<file path="src/rtl/weight_update.sv">
// weight_update: gradient-descent write-back of the layer-1 and layer-2 weight words in the shared RAM.
// Optional feature: define WEIGHT_UPDATE_SATURATE_EN to clamp updated weights instead of wrapping them.
module weight_update #(
  parameter int WWIDTH   = 8,
  parameter int LR_SHIFT = 4,
  parameter int ADDR_L0  = 0,
  parameter int ADDR_L1  = 1
) (
  input  logic               CLK,
  input  logic               RST,
  input  logic               start,
  input  logic signed [8:0]  x0,
  input  logic signed [8:0]  x1,
  input  logic signed [8:0]  x2,
  input  logic signed [8:0]  x3,
  input  logic signed [8:0]  v0,
  input  logic signed [8:0]  v1,
  input  logic signed [8:0]  v2,
  input  logic signed [8:0]  v3,
  input  logic signed [8:0]  v4,
  input  logic signed [8:0]  v5,
  input  logic signed [8:0]  delta_20,
  input  logic signed [8:0]  delta_21,
  input  logic signed [8:0]  delta_22,
  input  logic signed [8:0]  delta_23,
  input  logic signed [8:0]  delta_24,
  input  logic signed [8:0]  delta_25,
  input  logic signed [8:0]  delta_30,
  input  logic signed [8:0]  delta_31,
  output logic               busy,
  output logic               done,
  output logic [3:0]         addr,
  output logic [255:0]       write_data,
  output logic               we,
  input  logic [255:0]       read_data
);

  localparam int DW     = ((WWIDTH > 18) ? WWIDTH : 18) + 1;
  localparam int WMAX_I = (1 << (WWIDTH - 1)) - 1;
  localparam int WMIN_I = -(1 << (WWIDTH - 1));

  typedef enum logic [3:0] {
    S_IDLE  = 4'd0,
    S_RD0   = 4'd1,
    S_WAIT0 = 4'd2,
    S_UPD0  = 4'd3,
    S_WR0   = 4'd4,
    S_RD1   = 4'd5,
    S_WAIT1 = 4'd6,
    S_UPD1  = 4'd7,
    S_WR1   = 4'd8,
    S_DONE  = 4'd9
  } state_t;

  state_t                   state_q, state_d;
  logic [4:0]               k_q, k_d;
  logic [255:0]             wbuf_q, wbuf_d;
  logic signed [8:0]        x_q  [4];
  logic signed [8:0]        v_q  [6];
  logic signed [8:0]        d2_q [6];
  logic signed [8:0]        d3_q [2];

  logic [3:0]               addr_q, addr_d;
  logic                     we_q, we_d;
  logic                     busy_q, busy_d;
  logic                     done_q, done_d;
  logic [255:0]             wdata_q, wdata_d;

  logic signed [8:0]        a_s, d_s;
  logic [2:0]               hid_s;
  logic signed [17:0]       prod_s, shift_s;
  logic signed [WWIDTH-1:0] wgt_s;
  logic signed [DW-1:0]     diff_s;
  logic [WWIDTH-1:0]        new_w_s;

  function automatic logic [WWIDTH-1:0] reduce_w(input logic signed [DW-1:0] v);
    logic [WWIDTH-1:0] r;
`ifdef WEIGHT_UPDATE_SATURATE_EN
    if (v > DW'(WMAX_I)) begin
      r = WWIDTH'(WMAX_I);
    end else if (v < DW'(WMIN_I)) begin
      r = WWIDTH'(WMIN_I);
    end else begin
      r = v[WWIDTH-1:0];
    end
`else
    r = v[WWIDTH-1:0];
`endif
    return r;
  endfunction

  // State, counter and working buffer
  always_ff @(posedge CLK or posedge RST) begin
    if (RST) begin
      state_q <= S_IDLE;
      k_q     <= 5'd0;
      wbuf_q  <= 256'd0;
    end else begin
      state_q <= state_d;
      k_q     <= k_d;
      wbuf_q  <= wbuf_d;
    end
  end

  // Operand snapshot taken when a pass is accepted
  always_ff @(posedge CLK or posedge RST) begin
    if (RST) begin
      for (int i = 0; i < 4; i++) x_q[i] <= 9'sd0;
      for (int i = 0; i < 6; i++) begin
        v_q[i]  <= 9'sd0;
        d2_q[i] <= 9'sd0;
      end
      d3_q[0] <= 9'sd0;
      d3_q[1] <= 9'sd0;
    end else if ((state_q == S_IDLE) && start) begin
      x_q  <= '{x0, x1, x2, x3};
      v_q  <= '{v0, v1, v2, v3, v4, v5};
      d2_q <= '{delta_20, delta_21, delta_22, delta_23, delta_24, delta_25};
      d3_q <= '{delta_30, delta_31};
    end
  end

  // Operand selection and per-weight update arithmetic
  always_comb begin
    a_s   = 9'sd0;
    d_s   = 9'sd0;
    hid_s = 3'd0;
    case (state_q)
      S_UPD0: begin
        a_s = x_q[k_q[1:0]];
        d_s = d2_q[k_q[4:2]];
      end
      S_UPD1: begin
        if (k_q < 5'd6) begin
          hid_s = k_q[2:0];
          d_s   = d3_q[0];
        end else begin
          hid_s = k_q[2:0] - 3'd6;  // k=6..11 wraps modulo 8 onto 0..5
          d_s   = d3_q[1];
        end
        a_s = v_q[hid_s];
      end
      default: begin
        a_s = 9'sd0;
        d_s = 9'sd0;
      end
    endcase
    prod_s  = 18'(a_s) * 18'(d_s);
    shift_s = prod_s >>> LR_SHIFT;
    wgt_s   = wbuf_q[k_q*WWIDTH +: WWIDTH];
    diff_s  = DW'(wgt_s) - DW'(shift_s);
    new_w_s = reduce_w(diff_s);
  end

  // Next-state logic
  always_comb begin
    state_d = state_q;
    k_d     = k_q;
    wbuf_d  = wbuf_q;
    case (state_q)
      S_IDLE: begin
        if (start) state_d = S_RD0;
        else       state_d = S_IDLE;
      end
      S_RD0:   state_d = S_WAIT0;
      S_WAIT0: begin
        wbuf_d  = read_data;
        state_d = S_UPD0;
      end
      S_UPD0: begin
        wbuf_d[k_q*WWIDTH +: WWIDTH] = new_w_s;
        if (k_q == 5'd23) begin
          k_d     = 5'd0;
          state_d = S_WR0;
        end else begin
          k_d = k_q + 5'd1;
        end
      end
      S_WR0:   state_d = S_RD1;
      S_RD1:   state_d = S_WAIT1;
      S_WAIT1: begin
        wbuf_d  = read_data;
        state_d = S_UPD1;
      end
      S_UPD1: begin
        wbuf_d[k_q*WWIDTH +: WWIDTH] = new_w_s;
        if (k_q == 5'd11) begin
          k_d     = 5'd0;
          state_d = S_WR1;
        end else begin
          k_d = k_q + 5'd1;
        end
      end
      S_WR1:   state_d = S_DONE;
      S_DONE:  state_d = S_IDLE;
      default: state_d = S_IDLE;
    endcase
  end

  // Output values for the upcoming state, registered below
  always_comb begin
    addr_d  = 4'd0;
    we_d    = 1'b0;
    busy_d  = 1'b0;
    done_d  = 1'b0;
    wdata_d = wdata_q;
    case (state_d)
      S_RD0, S_WAIT0, S_UPD0: begin
        addr_d = 4'(ADDR_L0);
        busy_d = 1'b1;
      end
      S_WR0: begin
        addr_d  = 4'(ADDR_L0);
        busy_d  = 1'b1;
        we_d    = 1'b1;
        wdata_d = wbuf_d;
      end
      S_RD1, S_WAIT1, S_UPD1: begin
        addr_d = 4'(ADDR_L1);
        busy_d = 1'b1;
      end
      S_WR1: begin
        addr_d  = 4'(ADDR_L1);
        busy_d  = 1'b1;
        we_d    = 1'b1;
        wdata_d = wbuf_d;
      end
      S_DONE:  done_d = 1'b1;
      default: done_d = 1'b0;
    endcase
  end

  // Output registers
  always_ff @(posedge CLK or posedge RST) begin
    if (RST) begin
      addr_q  <= 4'd0;
      we_q    <= 1'b0;
      busy_q  <= 1'b0;
      done_q  <= 1'b0;
      wdata_q <= 256'd0;
    end else begin
      addr_q  <= addr_d;
      we_q    <= we_d;
      busy_q  <= busy_d;
      done_q  <= done_d;
      wdata_q <= wdata_d;
    end
  end

  assign addr       = addr_q;
  assign we         = we_q;
  assign busy       = busy_q;
  assign done       = done_q;
  assign write_data = wdata_q;

endmodule

</file>
<file path="config.mk">
export PLATFORM = sky130hd
export DESIGN_NAME = weight_update
export DESIGN_NICKNAME = d
export VERILOG_FILES = /design/src/rtl/weight_update.sv
export SDC_FILE = /design/constraint.sdc
export NUM_CORES = 2
export LEC_CHECK = 0
export CELL_PAD_IN_SITES_DETAIL_PLACEMENT = 2
export CELL_PAD_IN_SITES_GLOBAL_PLACEMENT = 2
export CORE_UTILIZATION = 44
export DETAILED_ROUTE_END_ITERATION = 10
export DONT_BUFFER_PORTS = 1
export GPL_TIMING_DRIVEN = 0
export PLACE_DENSITY_LB_ADDON = 0.1
export SLEW_MARGIN = 10
export SYNTH_ARGS = -nofsm -noshare
export SYNTH_HDL_FRONTEND = slang
export SYNTH_SLANG_ARGS = --single-unit
</file>
<file path="constraint.sdc">
create_clock -name CLK -period 35.3 [get_ports CLK]
set_input_delay 7.06 -clock CLK [delete_from_list [all_inputs] [get_ports CLK]]
set_output_delay 7.06 -clock CLK [all_outputs]
set_load 0.005 [all_outputs]
</file>
# Yosys cells after proc, flatten, opt, wreduce, memory -nomap -nowiden
# Cells that the tools add are included.
[word_totals] inputBits=421 regBits=690 output_inout_bits=263 word_cells=95
[op_classes] reduce_logical=8 shift=3 n_mux=27 bitwise_logic=3 add_sub_neg=4 n_lt_le_gt_ge=4 eq_ne=19 multipliers=1
[op_table] operator="case mux 256 bit (2 select lines)" count=1
[op_table] operator="bitwise mux 256 bit" count=1
[op_table] operator="variable shift 8 x 34 -> 256 bit (first input constant)" count=1
[op_table] operator="indexed part select 256 x 9 -> 8 bit" count=1
[op_table] operator="indexed part select 8 x 34 -> 256 bit" count=1
[op_table] operator="two-way mux 9 bit" count=7
[op_table] operator="binary-select mux 9 bit (select 3 bit)" count=2
[op_table] operator="case mux 4 bit (9 select lines)" count=1
[op_table] operator="case mux 9 bit (2 select lines)" count=2
[op_table] operator="negation 8 -> 34 bit" count=1
[op_table] operator="equality test 4 x 3 -> 1 bit (second input constant)" count=8
[op_table] operator="binary-select mux 9 bit (select 2 bit)" count=1
[op_table] operator="equality test 4 x 2 -> 1 bit (second input constant)" count=4
[op_table] operator="equality test 4 bit (second input constant)" count=3
[op_table] operator="multiplier 9 x 9 -> 12 bit" count=1
[op_table] operator="two-way mux 5 bit" count=2
[op_table] operator="case mux 5 bit (2 select lines)" count=1
[op_table] operator="equality test 4 x 1 -> 1 bit (second input constant)" count=2
[op_table] operator=">= comparator 4 bit (second input constant)" count=2
[op_table] operator="two-way mux 4 bit" count=2
[op_table] operator="NOT 3 -> 4 bit" count=2
[op_table] operator="OR reduction 8 bit" count=1
[op_table] operator="subtractor 8 bit" count=1
[op_table] operator="two-way mux 3 bit" count=2
[op_table] operator="13 further kinds" count=19

# Logic depth before layout (Yosys ltp)
[logic_depth] word_depth=13 mapped_depth=36 depth_no_buf=31

# Worst setup path after synthesis
# OpenSTA, ideal clock, no wires.
[synth_path] kind="input port to flip-flop" start="in start" end="reg d2_q[0] (netlist name)" slack_ns=26.797 t_arrival_ns=8.378 n_path_buf=3 path_stages=5 setup_ns=0.125 path_cell_list="nand3b_1 -> clkbuf_1 -> clkbuf_1 -> clkbuf_1 -> mux2_2"
[synth_between] elab_chain_len=1
[synth_rtl] element="start, declared" line_no="11" rtl="input logic start,"
[synth_rtl] element="logical AND 1 bit" line_no="115" rtl="end else if ((state_q == S_IDLE) && start) begin"
[synth_rtl] element="end signal, assigned" line_no="118" rtl="d2_q <= '{delta_20, delta_21, delta_22, delta_23, delta_24, delta_25};"
[synth_rtl] element="end, declared" line_no="60" rtl="logic signed [8:0] d2_q [6];"
# Every way passes these cells.
# A chain may end at the register's enable or synchronous reset.

# Worst setup path in the final report
[layout_path] start="reg k_q[0]" end="reg wdata_q[155], in the netlist write_data[155]"
[layout_between] elab_chain_len=13 elab_cells_between_ends=31 classes_between="add/sub (3); mul (1); order compare (1); eq/ne (4); shift (3); mux (16); bitwise (2); reduce/logical (1)"
[layout_rtl] element="start, declared" line_no="56" rtl="logic [4:0] k_q, k_d;"
[layout_rtl] element="start signal, assigned" line_no="100" rtl="k_q <= k_d;"
[layout_rtl] element="less-than comparator 5 x 3 -> 1 bit / subtractor 3 bit (equally long branches)" line_no="134, 138"
[layout_rtl] element="two-way mux 3 bit" line_no="134" rtl="if (k_q < 5'd6) begin"
[layout_rtl] element="two-way mux 3 bit" line_no="128" rtl="case (state_q)"
[layout_rtl] element="NOT 3 -> 4 bit (not written as such)" line_no="141" rtl="a_s = v_q[hid_s];"
[layout_rtl] element="binary-select mux 9 bit (select 3 bit)" line_no="141"
[layout_rtl] element="two-way mux 9 bit (not written as such) (2 in a row)" line_no="141"
[layout_rtl] element="case mux 9 bit (2 select lines)" line_no="128"
[layout_rtl] element="multiplier 9 x 9 -> 12 bit" line_no="148" rtl="prod_s = 18'(a_s) * 18'(d_s);"
[layout_rtl] element="subtractor 8 bit" line_no="151" rtl="diff_s = DW'(wgt_s) - DW'(shift_s);"
[layout_rtl] element="indexed part select 8 x 34 -> 256 bit" line_no="171, 186"
[layout_rtl] element="bitwise mux 256 bit (*)" line_no="171, 186"
[layout_rtl] element="case mux 256 bit (2 select lines) (*)" line_no="160" rtl="case (state_q)"
[layout_rtl] element="named net wbuf_d[155]" line_no="57" rtl="logic [255:0] wbuf_q, wbuf_d;"
[layout_rtl] element="end signal, assigned" line_no="246" rtl="wdata_q <= wdata_d;"
[layout_rtl] element="end, declared" line_no="67" rtl="logic [255:0] wdata_q, wdata_d;"
# Mark *: on every way through the listed nets, which the timed path passes. The rest lies on a longest branch. The select of a mux whose other input is x is not followed.

==> results.sh <==
export IMPL_outcome="finished with violations"
export IMPL_failed_checks="capacitance limit, slew limit"
export IMPL_layout_min_cycle_time_ns=12.33
export IMPL_die_h_um=284.4
export IMPL_cts_root_buf="clkbuf_16"
export IMPL_drt_pass1_iter_count=7
export IMPL_drtIter0Drc=4324
export IMPL_portBuffers=0
export IMPL_cts_resized=0
export IMPL_finalSetupViolations=0
export IMPL_netlist_area_um2=35100
export IMPL_fin_util_pct=50.10
export IMPL_worstPathArrival_ns=12.93
export IMPL_end_kind="register"
export IMPL_cts_tree="done"
export IMPL_synth_edf_count=0
export IMPL_finalMaxSlewViolations=15
export IMPL_cp_slowest_cell="nor3_1"
export IMPL_ant_nets=0
export IMPL_grt_pass1_vias=35700
export IMPL_routed_via_density=7.385
export IMPL_start_kind="register"
export IMPL_relSlewSlack_pct=-10.13
export IMPL_max_cap_viol_count=3
export IMPL_synthArstFlopShare_pct=100.0
export IMPL_grt_pass1_wl_um=290500
export IMPL_final_setup_tns_ns=0
export IMPL_fin_worst_skew_ns=0.04101
export IMPL_clk_pin_slew_ns=0.07
export IMPL_io_pins=684
export IMPL_die_area_um2=80900
export IMPL_layout_drive_gt1_share_pct=18.06
export IMPL_whs_path_depth=1
export IMPL_antenna_found_initial=72
export IMPL_worstPathRequired_ns=35.89
export IMPL_synth_cells=3293
export IMPL_wl_um=212900
export IMPL_drc=0
export IMPL_ir_drop_v=0.0002118
export IMPL_insertion_delay_ns=0.68
export IMPL_synth_warnings=0
export IMPL_gr_usage_all_layers_pct=51.53
export IMPL_coreArea_um2=79000
export IMPL_mostFrequentLayoutCells="dfrtp_1 (687), nand2_1 (426), o22ai_1 (360)"
export IMPL_num_rows=103
export IMPL_hpwlAfterDp_um=157400
export IMPL_grt_max_degree=107
export IMPL_syn2layout_area_growth_pct=12.76
export IMPL_worst_pin_slew_ns=1.652
export IMPL_avgSynthCellArea_um2=10.66
export IMPL_gp_congestion=1.050
export IMPL_mostFrequentLayoutCell="dfrtp_1"
export IMPL_initial_core_util_pct=44.43
export IMPL_power_leakage_nw=16.28
export IMPL_finalCritPeriodShare_pct=34.94
export IMPL_critical_path_max_stage_delay_ns=1.31
export IMPL_p_per_area_nw_per_um2=98.19
export IMPL_cts_hold_buffers=0
export IMPL_ys_ff_latch=687
export IMPL_cp_max_fo=10
export IMPL_nets=3886
export IMPL_die_w_um=284.4
export IMPL_numCtsBuffers=76
export IMPL_cts_sinks=687
export IMPL_ys_seq_area_share_pct=48.98
export IMPL_grt_ovfl_total=0
export IMPL_post_cts_setup_buffer_count=0
export IMPL_cts_path_max_buffers=3
export IMPL_cts_htree_levels=3
export IMPL_rr_worst_depth=31
export IMPL_rsz0062_at_grt="false"
export IMPL_synth_distinct_cells=74
export IMPL_wl_per_cell_um=46.64
export IMPL_min_path_type="reg -> reg"
export IMPL_path_class="reg -> reg"
export IMPL_yosys_most_used_dff="dfrtp_1"
export IMPL_fmax_mhz=81.08
export IMPL_hold_viol=0
export IMPL_vias=33710
synthesized netlist by cell type, types with 33 or more instances:
cell	n	share of area (%)
dfrtp_1	687	49
nand2_1	426	4.6
o22ai_1	360	6.4
a21oi_1	314	4.5
mux2_2	313	10
clkbuf_1	201	2.1
o21ai_0	145	2.1
nor2_1	136	1.5
mux4_2	91	5.8
inv_1	59	0.63
fa_1	41	2.3
ha_1	34	1.2
nand3_1	34	0.48
nor3_1	34	0.48
mux2i_1	33	0.94
final timing paths:
check	from	to	slack (ns)
worst min register to register	write_data[221]$_DFFE_PP0P_	write_data[221]$_DFFE_PP0P_	0.51
worst max-delay path	k_q[0]$_DFFE_PP0N_	write_data[155]$_DFFE_PP0P_	22.97
worst max register to register	k_q[0]$_DFFE_PP0N_	write_data[155]$_DFFE_PP0P_	22.97
worst min-delay path	write_data[221]$_DFFE_PP0P_	write_data[221]$_DFFE_PP0P_	0.51
min in group asynchronous	RST	x_q[2]$_DFFE_PP0P_	6.29
max in group asynchronous	RST	write_data[146]$_DFFE_PP0P_	27.18
power breakdown:
group          leakage, nW  internal, mW  switching (mW)
clock                 1.28         0.479           0.375
sequential            8.10         0.885           0.121
combinational         6.90         0.548            1.48
cell families after synthesis:
kind of cell / share of synthesized area [%]
muxes: 16.90
adders and majority gates: 3.551
xor gates and xnor gates: 0.7450
AOI/OAI and AO/OA: 16.42
and+or+nand+nor: 9.760
buffers and inverters: 3.640
DFF: 48.98
other: 0.01068
metrics by stage:
step | total power [mW] | instance area [um^2] | setup slack [ns] | cells | hold WS [ns]
floorplan | 1.992 | 35110 | 8.978 | 3295 | 0.4671
global placement | 2.784 | 36420 | 1.825 | 4345 | 0.4810
detailed placement | 2.879 | 36800 | 23.64 | 4362 | 0.4885
CTS | 3.749 | 39390 | 23.44 | 4500 | 0.5061
global route | 3.894 | 39520 | 23.09 | 4542 | 0.5174
finish | 3.886 | 39580 | 22.97 | 4564 | 0.5068
flip-flops by register name (all words and copies together), names as in the netlist:
| name | count |
|---|---|
| addr | 1 |
| busy | 1 |
| d2_q | 54 |
| d3_q | 18 |
| done | 1 |
| k_q | 5 |
| state_q | 4 |
| v_q | 54 |
| wbuf_q | 256 |
| we | 1 |
| write_data | 256 |
| x_q | 36 |
layer usage:
layer / part of all wire, % / up-vias / track usage [%]
li1: - / 12370 / -
met1: 34 / 17540 / 58.10
met2: 45 / 2773 / 79.48
met3: 11 / 996 / 17.74
met4: 9.7 / 27 / 41.42
met5: 0.16 / - / 0.7143
area by class of cell:
class | count | area, um^2
inverters | 61 | 236.5
multi-input cells | 2289 | 16730
diodes | 64 | 160.2
well taps | 1050 | 1314
clock inverters | 32 | 381.6
flip-flops and latches | 687 | 17190
clock buffers | 106 | 2207
plain buffers | 258 | 1060
repair buffers | 17 | 294.0
fillers | 7917 | 39420
worst max-delay path: cells and delay by family (launching register included):
family                   cells  cell delay (ns)
AND/OR/NAND/NOR              5             2.61
buffers and inverters       10             3.60
multiplexers                 2             0.46
adder cells (fa/ha/maj)      8             2.98
flip-flops                   1             0.37
AO/OA/AOI/OAI                6             2.16
No activity file was read; power rests on OpenSTA's default activity.
